===== config.mk =====
export PLATFORM = sky130hd
export DESIGN_NAME = txstream_sched
export DESIGN_NICKNAME = d
export VERILOG_FILES = /design/src/rtl/serialcmd_pkg.sv /design/src/rtl/txstream_sched_rr_pick.sv /design/src/rtl/txstream_sched.sv
export SDC_FILE = /design/constraint.sdc
export NUM_CORES = 1
export LEC_CHECK = 0
export BUFFER_PORTS_ARGS = -buffer_cell sky130_fd_sc_hd__buf_2
export CORE_ASPECT_RATIO = 1.25
export CORE_MARGIN = 2
export CORE_UTILIZATION = 35
export DETAILED_ROUTE_END_ITERATION = 8
export GPL_TIMING_DRIVEN = 0
export PLACE_DENSITY = 0.76
export SYNTH_ARGS = -nofsm -noshare
export SYNTH_HDL_FRONTEND = slang
export SYNTH_SLANG_ARGS = --single-unit

===== constraint.sdc =====
create_clock -name clk -period 2.5 [get_ports clk]
set_input_delay 0.5 -clock clk [delete_from_list [all_inputs] [get_ports clk]]
set_output_delay 0.5 -clock clk [all_outputs]
set_load 0.05 [all_outputs]

===== src/rtl/serialcmd_pkg.sv =====
// rtl/serialcmd_pkg.sv - shared stream scheduler constants and state encoding
package serialcmd_pkg;

  localparam int SRC_RESP = 0;   // response stream source index
  localparam int ID_W     = 4;   // stream id width
  localparam int WORD_W   = 32;  // stream word width
  localparam int CNT_W    = 8;   // message word count width

  typedef enum logic {
    ST_IDLE = 1'b0,
    ST_XFER = 1'b1
  } sched_state_t;

endpackage


===== src/rtl/txstream_sched_rr_pick.sv =====
// rtl/txstream_sched_rr_pick.sv - rotating-priority finder over sample sources
//
// elig   : eligibility of sample sources 1..NUM_SRC-1
// rr_ptr : first source to consider (1..NUM_SRC-1)
// found  : some sample source is eligible
// idx    : first eligible source at or after rr_ptr, wrapping NUM_SRC-1 -> 1
module rr_pick
  import serialcmd_pkg::*;
#(
  parameter int NUM_SRC = 4
) (
  input  logic [NUM_SRC-1:1] elig,
  input  logic [ID_W-1:0]    rr_ptr,
  output logic               found,
  output logic [ID_W-1:0]    idx
);

  // First pass covers rr_ptr..top; the second pass, which only fires when
  // the first found nothing, naturally yields the lowest source below rr_ptr.
  always_comb begin
    found = 1'b0;
    idx   = '0;
    for (int i = 1; i < NUM_SRC; i++) begin
      if (!found && elig[i] && (i >= int'(rr_ptr))) begin
        found = 1'b1;
        idx   = ID_W'(i);
      end
    end
    for (int i = 1; i < NUM_SRC; i++) begin
      if (!found && elig[i]) begin
        found = 1'b1;
        idx   = ID_W'(i);
      end
    end
  end

endmodule


===== src/rtl/txstream_sched.sv =====
// rtl/txstream_sched.sv - whole-message scheduler sharing the encoder stream input
//
// clk, rst_n            : clock, synchronous active-low reset
// src_data/src_count    : per-source current word and pending message length
// src_avail/src_enable  : per-source word valid and scheduling enable
// src_pull              : per-source pop strobe (combinational)
// strm_data/strm_avail  : granted word and its valid towards the encoder
// strm_count/strm_id    : latched message length and granted source index
// strm_pull             : encoder pops one word
// busy/msg_done         : message in progress / last word popped this cycle
module txstream_sched
  import serialcmd_pkg::*;
#(
  parameter int NUM_SRC    = 4,
  parameter int RESP_LIMIT = 3
) (
  input  logic                      clk,
  input  logic                      rst_n,
  input  logic [NUM_SRC*WORD_W-1:0] src_data,
  input  logic [NUM_SRC*CNT_W-1:0]  src_count,
  input  logic [NUM_SRC-1:0]        src_avail,
  output logic [NUM_SRC-1:0]        src_pull,
  input  logic [NUM_SRC-1:0]        src_enable,
  output logic [WORD_W-1:0]         strm_data,
  output logic [CNT_W-1:0]          strm_count,
  output logic [ID_W-1:0]           strm_id,
  output logic                      strm_avail,
  input  logic                      strm_pull,
  output logic                      busy,
  output logic                      msg_done
);

  localparam int              RUN_W    = $clog2(RESP_LIMIT + 1);
  localparam logic [RUN_W-1:0] RUN_MAX = RUN_W'(RESP_LIMIT);
  localparam logic [ID_W-1:0]  LAST_SRC = ID_W'(NUM_SRC - 1);
  localparam logic [ID_W-1:0]  RESP_ID  = ID_W'(SRC_RESP);

  sched_state_t      state_q, state_d;
  logic [ID_W-1:0]   gnt_q;
  logic [CNT_W-1:0]  remaining_q;
  logic [CNT_W-1:0]  count_q;
  logic [ID_W-1:0]   rr_ptr_q;
  logic [RUN_W-1:0]  resp_run_q;

  logic [NUM_SRC-1:0] elig;
  logic               pick_found;
  logic [ID_W-1:0]    pick_idx;
  logic               resp_wins;
  logic               any_elig;
  logic [ID_W-1:0]    win_id;
  logic [CNT_W-1:0]   win_count;
  logic               gnt_avail;
  logic [WORD_W-1:0]  gnt_data;
  logic               pull_ok;
  logic               last_word;

  always_comb begin
    elig = '0;
    for (int i = 0; i < NUM_SRC; i++) begin
      elig[i] = src_avail[i] && src_enable[i] &&
                (src_count[CNT_W*i +: CNT_W] != '0);
    end
  end

  rr_pick #(.NUM_SRC(NUM_SRC)) u_rr_pick (
    .elig   (elig[NUM_SRC-1:1]),
    .rr_ptr (rr_ptr_q),
    .found  (pick_found),
    .idx    (pick_idx)
  );

  // Responses win unless they have used up their run while a sample waits.
  always_comb begin
    resp_wins = elig[SRC_RESP] && ((resp_run_q < RUN_MAX) || !pick_found);
    any_elig  = elig[SRC_RESP] || pick_found;
    win_id    = resp_wins ? RESP_ID : pick_idx;
    win_count = '0;
    for (int i = 0; i < NUM_SRC; i++) begin
      if (win_id == ID_W'(i)) win_count = src_count[CNT_W*i +: CNT_W];
    end
  end

  always_comb begin
    gnt_avail = 1'b0;
    gnt_data  = '0;
    for (int i = 0; i < NUM_SRC; i++) begin
      if (gnt_q == ID_W'(i)) begin
        gnt_avail = src_avail[i];
        gnt_data  = src_data[WORD_W*i +: WORD_W];
      end
    end
  end

  assign busy      = (state_q == ST_XFER);
  assign pull_ok   = busy && strm_pull && gnt_avail;
  assign last_word = pull_ok && (remaining_q == CNT_W'(1));

  always_comb begin
    src_pull = '0;
    for (int i = 0; i < NUM_SRC; i++) begin
      if (pull_ok && (gnt_q == ID_W'(i))) src_pull[i] = 1'b1;
    end
  end

  assign strm_avail = busy && gnt_avail;
  assign strm_data  = busy ? gnt_data : '0;
  assign strm_id    = busy ? gnt_q : '0;
  assign strm_count = count_q;
  assign msg_done   = last_word;

  always_comb begin
    state_d = state_q;
    case (state_q)
      ST_IDLE: if (any_elig) state_d = ST_XFER;
      ST_XFER: if (last_word) state_d = ST_IDLE;
      default: state_d = ST_IDLE;
    endcase
  end

  always_ff @(posedge clk) begin
    if (!rst_n) state_q <= ST_IDLE;
    else        state_q <= state_d;
  end

  always_ff @(posedge clk) begin
    if (!rst_n) begin
      gnt_q       <= '0;
      remaining_q <= '0;
      count_q     <= '0;
      rr_ptr_q    <= ID_W'(1);
      resp_run_q  <= '0;
    end else if ((state_q == ST_IDLE) && any_elig) begin
      gnt_q       <= win_id;
      remaining_q <= win_count;
      count_q     <= win_count;
      if (resp_wins) begin
        resp_run_q <= (resp_run_q == RUN_MAX) ? RUN_MAX : resp_run_q + 1'b1;
      end else begin
        resp_run_q <= '0;
        rr_ptr_q   <= (pick_idx == LAST_SRC) ? ID_W'(1) : pick_idx + 1'b1;
      end
    end else if (pull_ok) begin
      remaining_q <= remaining_q - 1'b1;
    end
  end

endmodule


* Word level (Yosys, flattened, before mapping)
Index checks and enable logic that the tools add are counted.
Storage, ports and cells: bits in registers 27, output and inout port bits 51
Operators by class: add/sub/neg operators 3, $lt $le $gt $ge 4, equal/unequal tests 9, muxes and demuxes 39, bitwise operators 2, reduce and logical (&&, ||, !) cells 42
Operators by type and width (number):
- $mux 32 | 5
- $mux 8 | 6
- $reduce_bool 8->1 | 4
- $logic_and 1x1->1 | 26
- $eq 4x2->1 const B | 5
- $mux 1 | 17
- $mux 2 | 7
- $mux 4 | 3
- $eq 4x1->1 const B | 2
- $eq 8x1->1 const B | 1
- $ge 2x4->1 const A | 2
- $logic_not 4->1 | 2
- $sub 8x1->8 const B | 1
- $logic_not 1->1 | 6
- $add 4x1->4 const B | 1
- $ge 1x4->1 const A | 1
- $add 2x1->2 const B | 1
- $eq 2x2->1 const B | 1
- $logic_or 1x1->1 | 2
- $lt 2x2->1 const B | 1
- $not 1->1 | 2
- $pmux 1 s2 | 1
- $reduce_and 2->1 | 1
- $reduce_bool 2->1 | 1

* Logic depth before layout (Yosys ltp)
depth in word-level cells 31, depth in mapped cells 8, gate-level depth less buffers 6

* Cells and area by module
From an unflattened synthesis, not the netlist that was laid out.
Unflattened totals: cell total of the unflattened synthesis 396, area total of the unflattened synthesis 3079.2 µm²
Modules (own cells, without submodules):
- txstream_sched | times used 1, cells an instance 385, area each 3004.1 µm², seq. area each 540.5 µm²
- rr_pick | times used 1, cells an instance 11, area each 75.1 µm², seq. area each 0.0 µm²

* Least setup slack after synthesis
OpenSTA, ideal clock, no wires.
path type flip-flop to output port, from reg state_q, in the netlist busy, to out src_pull[1], data arrival time 2.618 ns, data required time 2.000 ns, slack -0.618 ns, stages on the path, launching flop included 4, path buffers 0, path through dfxtp_1 -> and2_1 -> nand2_1 -> nor3b_1
On the way: word-level cells in the longest chain between the ends 4
RTL lines:
- start, declared | line txstream_sched.sv:38 | sched_state_t state_q, state_d;
- start signal, assigned | line txstream_sched.sv:122 | else state_q <= state_d;
- $logic_and 1x1->1 (2 in series) | line txstream_sched.sv:95 | assign pull_ok = busy && strm_pull && gnt_avail;
- $logic_and 1x1->1 | line txstream_sched.sv:101 | if (pull_ok && (gnt_q == ID_W'(i))) src_pull[i] = 1'b1;
- $mux 1 | line txstream_sched.sv:101
- end, declared | line txstream_sched.sv:22 | output logic [NUM_SRC-1:0] src_pull,
No other way between the ends.

* Final worst setup path
from in src_count[26], to reg remaining_q[1]
On the way: word-level cells in the longest chain between the ends 24
RTL lines:
- start, declared | line txstream_sched.sv:20 | input logic [NUM_SRC*CNT_W-1:0] src_count,
- $reduce_bool 8->1 * | line txstream_sched.sv:61 | (src_count[CNT_W*i +: CNT_W] != '0);
- $logic_and 1x1->1 * | line txstream_sched.sv:60 | elig[i] = src_avail[i] && src_enable[i] &&
- $logic_and 1x1->1 (2 in series) | line txstream_sched_rr_pick.sv:24 | if (!found && elig[i] && (i >= int'(rr_ptr))) begin
- $mux 1 | line txstream_sched_rr_pick.sv:24
- $logic_not 1->1 | line txstream_sched_rr_pick.sv:30 | if (!found && elig[i]) begin
- $logic_and 1x1->1 | line txstream_sched_rr_pick.sv:30
- $mux 1 | line txstream_sched_rr_pick.sv:30
- $logic_not 1->1 | line txstream_sched_rr_pick.sv:30
- [4 not listed]
- $mux 1 | line txstream_sched_rr_pick.sv:30
- $logic_not 1->1 | line txstream_sched.sv:74 | resp_wins = elig[SRC_RESP] && ((resp_run_q < RUN_MAX) || !pick_found);
- $logic_or 1x1->1 | line txstream_sched.sv:74
- $logic_and 1x1->1 | line txstream_sched.sv:74
- $mux 4 | line txstream_sched.sv:76 | win_id = resp_wins ? RESP_ID : pick_idx;
- $logic_not 4->1 | line txstream_sched.sv:79 | if (win_id == ID_W'(i)) win_count = src_count[CNT_W*i +: CNT_W];
- $mux 8 (4 in series) | line txstream_sched.sv:79
- $mux 8 | line txstream_sched.sv:132 | end else if ((state_q == ST_IDLE) && any_elig) begin
- end signal, assigned | line txstream_sched.sv:134 | remaining_q <= win_count;
- end signal, assigned | line txstream_sched.sv:143 | remaining_q <= remaining_q - 1'b1;
- end, declared | line txstream_sched.sv:40 | logic [CNT_W-1:0] remaining_q;
Every way passes the cells marked *; elsewhere a longest branch is shown, timed or not. A chain may end at the register's enable or synchronous reset.

==> reports/metrics.yaml <==
status: "finished clean"
drv_slew: 0
synth_edf_count: 0
slew_headroom: 0.5936
area_delta_synth_final_pct: 51.58
avgSynthCellArea_sq_um: 9.358
routed_wl_um: 12040
pwr-share-clk: 0.138
initial_core_util: 0.3642
setup_ws_ps: 50.17
coreArea_sq_um: 7401
first_pass_iters: 6
portBuffers: 219
seq_area_frac_synth: 0.1708
clockBufferDepth: 2
cts_buffers: 3
holdWs_ps: 463.1
cp-end-kind: "register"
critPathMaxFanout: 8
synth_top_flop_cell: "dfxtp_1"
cts_tree: "done"
drive_gt1_frac: 0.5692
clock_latency_ps: 270
cts_hold_buf: 0
synth_top_cell_area_share: 0.2758
grt_usage: 0.2625
pre_cts_ws_ps: -407.1
place_congestion: 1.005
yosys_warnings: 0
fp.dieW_um: 82.49
cp.arrival_ps: 2610
grt_max_degree: 14
internal_power_mw: 0.9338
synthArstFlopShare: 0
min_path_type: "reg2reg"
vias_per_cell: 5.796
max_clock_freq_mhz: 408.2
timing.setup.tns_ps: 0
ctsRootBufferMaster: "clkbuf_8"
drt_iter0_markers: 209
grt_pass1_vias: 3313
synth.distinct_cells: 61
post-route-drc-count: 0
htree_levels: 1
finalCriticalPeriod_ps: 2450
reg2reg_slack_ps: 350
finalSetupViolCount: 0
cts.sinks: 23
hold_viol: 0
timing.final.crit_share: 0.9799
nets: 688
swShare: 0.4631
syn-cell-area_sq_um: 2695
synth_area_leader_cell: "mux4_2"
place_hpwl_um: 9990
seq_power_share: 0.269
die_y_um: 102.1
vias: 3518
ys_ff_latch: 23
power.leakage_nw: 1.910
design.die.area_sq_um: 8423
placementRows: 35
fin_util: 0.5520
grt_pass1_wl_um: 16720
p_per_area_nw_per_um2: 425.7
clk_pin_slew_ps: 80
wire_per_inst_um: 19.83
ir_drop_mv: 0.4664
final.setup_skew_ps: 7.049
io_pins: 222
path_class: "in2reg"
syn_inst: 288
start_kind: "primary input"
combPwrFrac: 0.593
power.switching_mw: 0.8053
drv_cap: 0
required_ps: 2660
synth.area.top_cells: "mux4_2 28%, dfxtp_1 17%, and2_1 9.1%"
drtAntennaViolNets: 0
tightest_slew_ps: 609.6
gr-total-overflow: 0
antenna_found_initial: 2
per-stage QoR:
step,instances,instance area (sq um),power [mW]
floorplan,289,2723,1.141
global placement,600,3934,1.449
detailed placement,600,3934,1.467
CTS,605,4024,1.717
global route,605,4080,1.828
finish,607,4085,1.739
cell families after synthesis:
kind of cell               after synthesis  synth area share
adders and majority gates                3           0.01393
other                                    1          0.001391
buffers and inverters                   34           0.05292
DFF                                     23            0.1708
AOI/OAI and AO/OA                       85            0.2498
muxes                                   33            0.2758
and+or+nand+nor                        108            0.2321
xor gates and xnor gates                 1          0.003250
what timing repair did:
item                                   in CTS  in global routing
pin swaps                                   2                  1
setup endpoints to repair                  40                 50
gates resized for setup                    14                 14
endpoints found under the hold margin       0                  0
buffers inserted                            2                  0
worst max-delay path: stages:
cell      delay (ps)
buf_2            110
or4_4            570
o211a_4          320
o41a_1           520
nand2_1          120
a222oi_1          90
buf_4            190
o221a_1          190
area by class of cell:
class	instances	area, sq um
Buffer	21	132.6
Clock inverter	1	5.005
Multi-Input combinational cell	232	2167
Inverter	12	45.04
Tap cell	92	115.1
Clock buffer	3	41.29
Timing Repair Buffer	221	1111
Sequential cell	23	462.9
Antenna cell	2	5.005
Fill cell	703	3316
metal layers:
metal / up-vias / track usage / part of all wire
li1: 1607 / - / -
met1: 1647 / 0.3054 / 0.35
met2: 232 / 0.4566 / 0.49
met3: 32 / 0.06449 / 0.13
met4: 0 / 0.1026 / 0.037
met5: - / 0 / 0
final timing paths:
kind,startpoint,to,depth (start not counted)
setup / recovery,src_count[26],remaining_q[1],8
hold / removal,strm_count[7],strm_count[7],2
setup reg to reg,resp_run_q[0],remaining_q[1],6
hold reg to reg,strm_count[7],strm_count[7],2
cells in the mapped netlist, drive strengths merged, types with 2 or more instances:
master	count
a211oi	2
a21o	2
a21oi	18
a222oi	2
a22oi	5
a31o	2
a31oi	5
a32oi	4
and2	39
and3	2
buf	9
clkbuf	13
dfxtp	23
ha	3
inv	11
mux4	33
nand2	17
nand2b	2
nand3	9
nand4	3
nand4b	2
nor2	11
nor2b	4
nor3	4
nor4	8
o211a	4
o211ai	6
o21a	2
o21ai	7
o221a	2
o22a	5
o22ai	4
o41ai	5
or4	2
sequential cells by signal (all words and copies together), names as in the netlist:
| register | flops |
|---|---|
| remaining_q | 8 |
| strm_count | 8 |
| gnt_q | 2 |
| resp_run_q | 2 |
| rr_ptr_q | 2 |
| busy | 1 |
power groups by stage:
stage | logic [mW] | clock network (mW) | registers (mW)
2_1_floorplan | 0.617 | 0 | 0.524
3_3_place_gp | 0.977 | 0 | 0.472
3_5_place_dp | 0.994 | 0 | 0.473
4_1_cts | 1.01 | 0.240 | 0.465
5_1_grt | 1.09 | 0.260 | 0.477
6_report | 1.03 | 0.240 | 0.468
layout by cell type, fill, tap and decap left out, drive strengths merged, types with 4 or more instances in the layout:
cell    instances
o211a           4
o41ai           5
inv            11
mux4           33
nor4            8
o22ai           4
a21oi          18
buf           231
nor2b           4
a32oi           4
o21ai           7
o22a            5
a31oi           5
and2           39
a22oi           5
o211ai          6
dfxtp          23
nor3            4
nor2           11
nand3           9
nand2          17
clkbuf         14
Power figures use the tool's default switching activity.
